--- src/rtl/jk_ff_bank_if.sv ---
// Control/data bundle for jk_ff_bank: per-edge command inputs and registered state outputs.
// No handshake; every signal is sampled or presented on each rising clock edge.
interface jk_ff_bank_if #(
  parameter int WIDTH = 8,
  parameter int CNT_W = 16
);
  logic             en;
  logic [1:0]       mode;
  logic             dir;
  logic [WIDTH-1:0] j;
  logic [WIDTH-1:0] k;
  logic [WIDTH-1:0] q;
  logic [WIDTH-1:0] qn;
  logic             wrap;
  logic [CNT_W-1:0] chg_cnt;

  modport master (
    output en, mode, dir, j, k,
    input  q, qn, wrap, chg_cnt
  );

  modport slave (
    input  en, mode, dir, j, k,
    output q, qn, wrap, chg_cnt
  );
endinterface

--- src/rtl/jk_ff_bank.sv ---
// Bank of WIDTH JK/D/T flops or an up-down counter, with a wrap pulse and a saturating change counter.
// Latency: one edge from inputs to q/wrap/chg_cnt; no backpressure, inputs are sampled every edge.
module jk_ff_bank #(
  parameter int               WIDTH     = 8,
  parameter logic [WIDTH-1:0] RESET_VAL = '0,
  parameter int               CNT_W     = 16
) (
  input  logic        clk,
  input  logic        rst,
  jk_ff_bank_if.slave bus
);

  localparam logic [1:0] MODE_JK    = 2'b00;
  localparam logic [1:0] MODE_D     = 2'b01;
  localparam logic [1:0] MODE_T     = 2'b10;
  localparam logic [1:0] MODE_COUNT = 2'b11;

  logic [WIDTH-1:0] q_q,       q_d;
  logic             wrap_q,    wrap_d;
  logic [CNT_W-1:0] chg_cnt_q, chg_cnt_d;

  always_comb begin
    q_d       = q_q;
    wrap_d    = 1'b0;
    chg_cnt_d = chg_cnt_q;
    if (bus.en) begin
      case (bus.mode)
        MODE_JK: q_d = (bus.j & ~q_q) | (~bus.k & q_q);
        MODE_D:  q_d = bus.j;
        MODE_T:  q_d = q_q ^ bus.j;
        MODE_COUNT: begin
          if (bus.dir) begin
            q_d    = q_q + WIDTH'(1);
            wrap_d = &q_q;
          end else begin
            q_d    = q_q - WIDTH'(1);
            wrap_d = ~|q_q;
          end
        end
        default: q_d = q_q;
      endcase
      // Counter sticks at all-ones rather than rolling back to zero.
      if ((q_d != q_q) && (chg_cnt_q != {CNT_W{1'b1}})) begin
        chg_cnt_d = chg_cnt_q + CNT_W'(1);
      end
    end
  end

  always_ff @(posedge clk) begin
    if (rst) begin
      q_q       <= RESET_VAL;
      wrap_q    <= 1'b0;
      chg_cnt_q <= '0;
    end else begin
      q_q       <= q_d;
      wrap_q    <= wrap_d;
      chg_cnt_q <= chg_cnt_d;
    end
  end

  assign bus.q       = q_q;
  assign bus.qn      = ~q_q;
  assign bus.wrap    = wrap_q;
  assign bus.chg_cnt = chg_cnt_q;

endmodule

--- src/flat_wrapper.sv ---
// flat-port wrapper written by rule: the top's interface ports become plain ports
module jk_ff_bank_flat 
#(
  parameter int               WIDTH     = 8,
  parameter logic [WIDTH-1:0] RESET_VAL = '0,
  parameter int               CNT_W     = 16
)
  (clk, rst, bus_en, bus_mode, bus_dir, bus_j, bus_k, bus_q, bus_qn, bus_wrap, bus_chg_cnt);
  jk_ff_bank_if #(.WIDTH(WIDTH), .CNT_W(CNT_W)) bus_i ();
  input  logic clk;
  input  logic rst;
  input wire logic [$bits(bus_i.en)-1:0] bus_en;
  input wire logic [$bits(bus_i.mode)-1:0] bus_mode;
  input wire logic [$bits(bus_i.dir)-1:0] bus_dir;
  input wire logic [$bits(bus_i.j)-1:0] bus_j;
  input wire logic [$bits(bus_i.k)-1:0] bus_k;
  output wire logic [$bits(bus_i.q)-1:0] bus_q;
  output wire logic [$bits(bus_i.qn)-1:0] bus_qn;
  output wire logic [$bits(bus_i.wrap)-1:0] bus_wrap;
  output wire logic [$bits(bus_i.chg_cnt)-1:0] bus_chg_cnt;
  assign bus_i.en = bus_en;
  assign bus_i.mode = bus_mode;
  assign bus_i.dir = bus_dir;
  assign bus_i.j = bus_j;
  assign bus_i.k = bus_k;
  assign bus_q = bus_i.q;
  assign bus_qn = bus_i.qn;
  assign bus_wrap = bus_i.wrap;
  assign bus_chg_cnt = bus_i.chg_cnt;
  jk_ff_bank #(.WIDTH(WIDTH), .RESET_VAL(RESET_VAL), .CNT_W(CNT_W)) u_core (.clk(clk), .rst(rst), .bus(bus_i));
endmodule
--- config.mk ---
export PLATFORM = sky130hd
export DESIGN_NAME = jk_ff_bank_flat
export DESIGN_NICKNAME = d
export VERILOG_FILES = /design/src/rtl/jk_ff_bank_if.sv /design/src/rtl/jk_ff_bank.sv /design/src/flat_wrapper.sv
export SDC_FILE = /design/constraint.sdc
export NUM_CORES = 1
export LEC_CHECK = 0
export ABC_AREA = 0
export BUFFER_PORTS_ARGS = -buffer_cell sky130_fd_sc_hd__buf_2
export CORE_MARGIN = 8
export CORE_UTILIZATION = 54
export DETAILED_ROUTE_END_ITERATION = 6
export PLACE_DENSITY = 0.81
export SLEW_MARGIN = 20
export SYNTH_ARGS = -nofsm -noshare
export SYNTH_HDL_FRONTEND = slang
export SYNTH_SLANG_ARGS = --single-unit
--- constraint.sdc ---
create_clock -name clk -period 3.8 [get_ports clk]
set_clock_uncertainty 0.05 [all_clocks]
set_input_delay 0.76 -clock clk [delete_from_list [all_inputs] [get_ports clk]]
set_output_delay 0.76 -clock clk [all_outputs]
set_load 0.05 [all_outputs]
# Yosys cells after proc, flatten, opt, wreduce, memory -nomap -nowiden
# Cells that the tools add are included.
# W data, S select, Z words.
# op_classes
add_sub_neg	3
eq_ne	5
muxes	4
n_bitwise	8
reduce_logical	7
# op_table
cell	count
$pmux W8 S4	1
$add A16 B1 Y16 const B	1
$and A8 B8 Y8	2
$mux W8	2
$ne A16 B16 Y1 const B	1
$not A8 Y8	2
$add A8 B1 Y8 const B	1
$ne A8 B8 Y1	1
$or A8 B8 Y8	1
$reduce_and A8 Y1	1
$reduce_or A8 Y1	1
$sub A8 B1 Y8 const B	1
$xor A8 B8 Y8	1
$eq A2 B2 Y1 const B	2
$reduce_or A3 Y1	1
$eq A2 B1 Y1 const B	1
$logic_not A2 Y1	1
$not A1 Y1	2
$reduce_and A2 Y1	1
$logic_and A1 B1 Y1	1
$logic_not A1 Y1	1
$mux W1	1
# word_totals
register_bits	25
in_bits	22
out_inout_bits	33
elab_cells	30

# Logic depth before layout (Yosys ltp)
# depth
ltp_word	8
mapped_depth	10
ltp_nobuf	9

# Least setup slack after synthesis
# No wires, ideal clock.
# synth_timing
kind	input-to-reg
from	input bus_dir
to	register u_core.chg_cnt_q[5] (netlist: u_core.bus.chg_cnt[5])
setup_ns	0.121
arrival_time_ns	3.023
required_ns	3.629
slack_ns	0.606
path_stages	10
path_buffers	1
cell_sequence	inv_1 > fa_1 > a21o_1 > a221oi_2 > xor2_1 > a211oi_2 > a2111oi_4 > buf_6 > nor4b_2 > mux2_4
# synth_via
elab_chain_cells	6
# synth_rtl
item	line_no	source
start: declaration	flat_wrapper.sv:14	input wire logic [$bits(bus_i.dir)-1:0] bus_dir;
$mux W8	jk_ff_bank.sv:32	if (bus.dir) begin
$pmux W8 S4	jk_ff_bank.sv:27	case (bus.mode)
$mux W8	jk_ff_bank.sv:26	if (bus.en) begin
$ne A8 B8 Y1	jk_ff_bank.sv:43	if ((q_d != q_q) && (chg_cnt_q != {CNT_W{1'b1}})) begin
$logic_and A1 B1 Y1	jk_ff_bank.sv:43	
$reduce_and A2 Y1 (no line)	--	
end signal: assignment	jk_ff_bank.sv:57	chg_cnt_q <= chg_cnt_d;
end: declaration	jk_ff_bank.sv:20	logic [CNT_W-1:0] chg_cnt_q, chg_cnt_d;
# Every way passes these cells. The select of a mux whose other input is x is not followed.
# A chain may end at the register's enable or synchronous reset.

# Final worst setup path
# layout_timing
from	input bus_dir
to	register u_core.chg_cnt_q[6] (netlist: u_core.bus.chg_cnt[6])
# The elaborated chain is that of the path after synthesis.

==> key figures <==
Setup path
  • Critical path fanouts, max: 24
  • Setup crit start kind: primary input
  • Required time worst endpoint: just under 4 ns
  • Worst setup path class: in2reg
  • Worst EP arrival: between 3 and 4 ns
  • Critical Path End Type: flip-flop

Power and ir drop
  • Static Leak: 0.00106 uW
  • VDD IR max: roughly 160 uV
  • Power Dens Cells: 283 nW/um^2

Detailed routing
  • DRT iter0 DRCs: approximately 300
  • Final wirelength: 6100 um
  • Vias/cell: ~6.2
  • Drt wl/cell: 16.7 um
  • Drt first pass iters: 5
  • Vias after detailed routing: about 2,300
  • ANT nets after route: 0
  • # DRC: 0

Layout
  • Leading cell type in the layout, fill and taps excluded: buf_2
  • Register area: approximately 500 um^2
  • Fraction of layout cells with a size suffix above 1: 0.264
  • Most frequent cells in the layout: 54 x buf_2, 25 x dfxtp_1, 22 x a21oi_1
  • NumNets Final: 345
  • Ant. Diodes: 0
  • Filler cell count: 369
  • Area grow syn2layout: 15.3%
  • Area occupied by multi-input gates: approximately 1500 um^2
  • Post-layout util: 0.638

Clocking
  • # resized after CTS: 0
  • Reg clk slew, reported paths: 0.09 ns
  • TritonCTS buffer count: 3
  • Post-CTS Hold Fix Bufs: 0
  • Worst-Skew Late Latency: between 0.2 and 0.3 ns
  • TritonCTS Sinks: 25
  • CTS tree: done
  • H-Tree Depth: 1
  • Max Buffers Root-to-Sink: 2
  • CTS root buf: clkbuf_8
  • Post-CTS Setup Inserts: 0

Floorplanning
  • Chip height: 79.6 um
  • Num rows: 23
  • Die Wd: approximately 80 um
  • I/O pins: 55
  • Initial core utilization: 0.553
  • Core Region: a little under 4000 um^2
  • Die area: roughly 6300 um^2

Global route
  • Largest net degree at the start of global routing: 36
  • Initial antenna violation count: 0
  • First-pass GRT wire length: around 11,000 um
  • Vias in the first global route: between 2,000 and 2,500
  • Global route overflow: 0
  • GRT Resource Usage Total: 0.201

Timing
  • RSZ-0062 raised after global routing: no
  • Slew Limit Headroom: 0.494
  • Setup violators final: 0
  • Minimum clock period: 3.33 ns
  • Hold Violations, Final: 0
  • Setup TNS after final layout: 0 ns
  • Peak Freq: between 300 and 400 MHz
  • Tcrit/Tclk final: 0.876
  • Slew Limit Fails: 0
  • Worst-margin pin slew: between 0.7 and 0.8 ns

Synth
  • Post-synthesis register bit count: 25
  • EDFF count, synth: 0
  • FFs w/ async S/R, synth: 0
  • Synth Cell Area: about 2200 um^2
  • Syn avg cell area: around 8.1 um^2
  • Synth cell types: 59
  • Post-Synthesis Cells: ~270
  • Top_reg_cell synth: dfxtp_1
  • Post-synthesis sequential area ratio: 0.229
  • Syn. warnings: 0
  • Syn_nets: approximately 300

Place
  • Dpl hpwl: between 4000 and 5000 um
  • Number of I/O port buffers: 54
  • GPL Wtd Cong: 0.974

Flow run
  • Max-cap violations: 0

Min path
  • Hold WC Path Type: reg2reg

Status
  • Status: finished clean
-- Yosys cell counts (4+ instances only) --
cell type	instances	area (um^2)
dfxtp_1	25	500
buf_4	4	30.0
clkbuf_1	7	26.3
o21ai_0	11	55.1
mux2_4	8	120
a21o_1	5	37.5
inv_1	15	56.3
nand3_1	11	55.1
nand2_1	13	48.8
xnor2_1	5	43.8
mux2i_1	7	70.1
nand3b_1	4	30.0
nor3_2	5	50.1
a2111oi_0	4	35.0
ha_1	7	87.6
nand4_1	5	31.3
nand2b_1	7	43.8
buf_2	4	20.0
or4_1	5	37.5
a211oi_1	8	60.1
nor2_1	18	67.6
o31ai_1	5	37.5
nor2b_1	11	68.8
a21oi_1	22	110
and3_1	6	37.5
-- registers in the layout, summed over array words and instances, names as in the netlist --
signal              cells
u_core.bus.chg_cnt     16
u_core.bus.wrap         1
u_core.bus.q            8
-- cell families (layout without fill, tap and decap cells) --
logic type | Yosys count | in the layout | share of synthesized area
adder cells (fa/ha/maj) | 8 | 8 | 0.0493
flip-flops | 25 | 25 | 0.229
AO/OA/AOI/OAI | 78 | 78 | 0.254
XOR/XNOR | 6 | 6 | 0.0241
multiplexers | 16 | 16 | 0.0923
buffers and inverters | 31 | 77 | 0.0659
AND/OR/NAND/NOR | 104 | 104 | 0.285
-- area by class of cell --
type	instances	share of cell area
well taps	50	0.0249
repair buffers	58	0.124
multi-input cells	212	0.611
flip-flops and latches	25	0.199
inverters	15	0.0224
clock inverters	1	0.00199
clock buffers	3	0.0164
-- worst paths after layout --
check	endpoint	slack, ns	from	cells after the start
worst min-delay path	u_core.bus.chg_cnt[2]	0.46	u_core.bus.chg_cnt[2]	2
worst max register to register	u_core.bus.chg_cnt[6]	0.74	u_core.bus.q[0]	9
worst max-delay path	u_core.bus.chg_cnt[6]	0.47	bus_dir	11
worst min register to register	u_core.bus.chg_cnt[2]	0.46	u_core.bus.chg_cnt[2]	2
-- where the power goes --
group / internal [uW] / switching (uW) / total [uW]
clock network: 73.3 / 82.7 / 156
registers: 271 / 16.8 / 288
logic: 87.2 / 180 / 267
total: 432 / 280 / 711
-- layer usage --
metal,vias up,share of wire,GRT usage,wire (um)
li1,1103,-,-,-
met1,1055,0.43,0.256,2600
met2,92,0.48,0.325,2900
met3,6,0.091,0.0608,553
met4,0,0.0066,0.0389,40
met5,-,0,0,0
-- worst max-delay path, stage by stage --
cell       delay (ns)
buf_2            0.13
inv_1            0.14
fa_1             0.43
a21o_1           0.20
a221oi_2         0.27
xor2_1           0.13
a211oi_2         0.36
a2111oi_4        0.14
buf_12           0.18
nor4_2           0.36
mux2_4           0.34
-- stage by stage --
step                      worst slack (ns)  hold slack, ns  area (um^2)  std cells  total power [uW]
after floorplan                      0.606           0.669         2180        268               487
after CTS                            0.503           0.467         2520        364               714
after global placement               0.339           0.446         2470        360               554
final                                0.471           0.461         2520        364               711
after global routing                 0.387           0.507         2520        364               753
after detailed placement             0.234           0.448         2470        360               557
No activity file was read; power rests on OpenSTA's default activity.
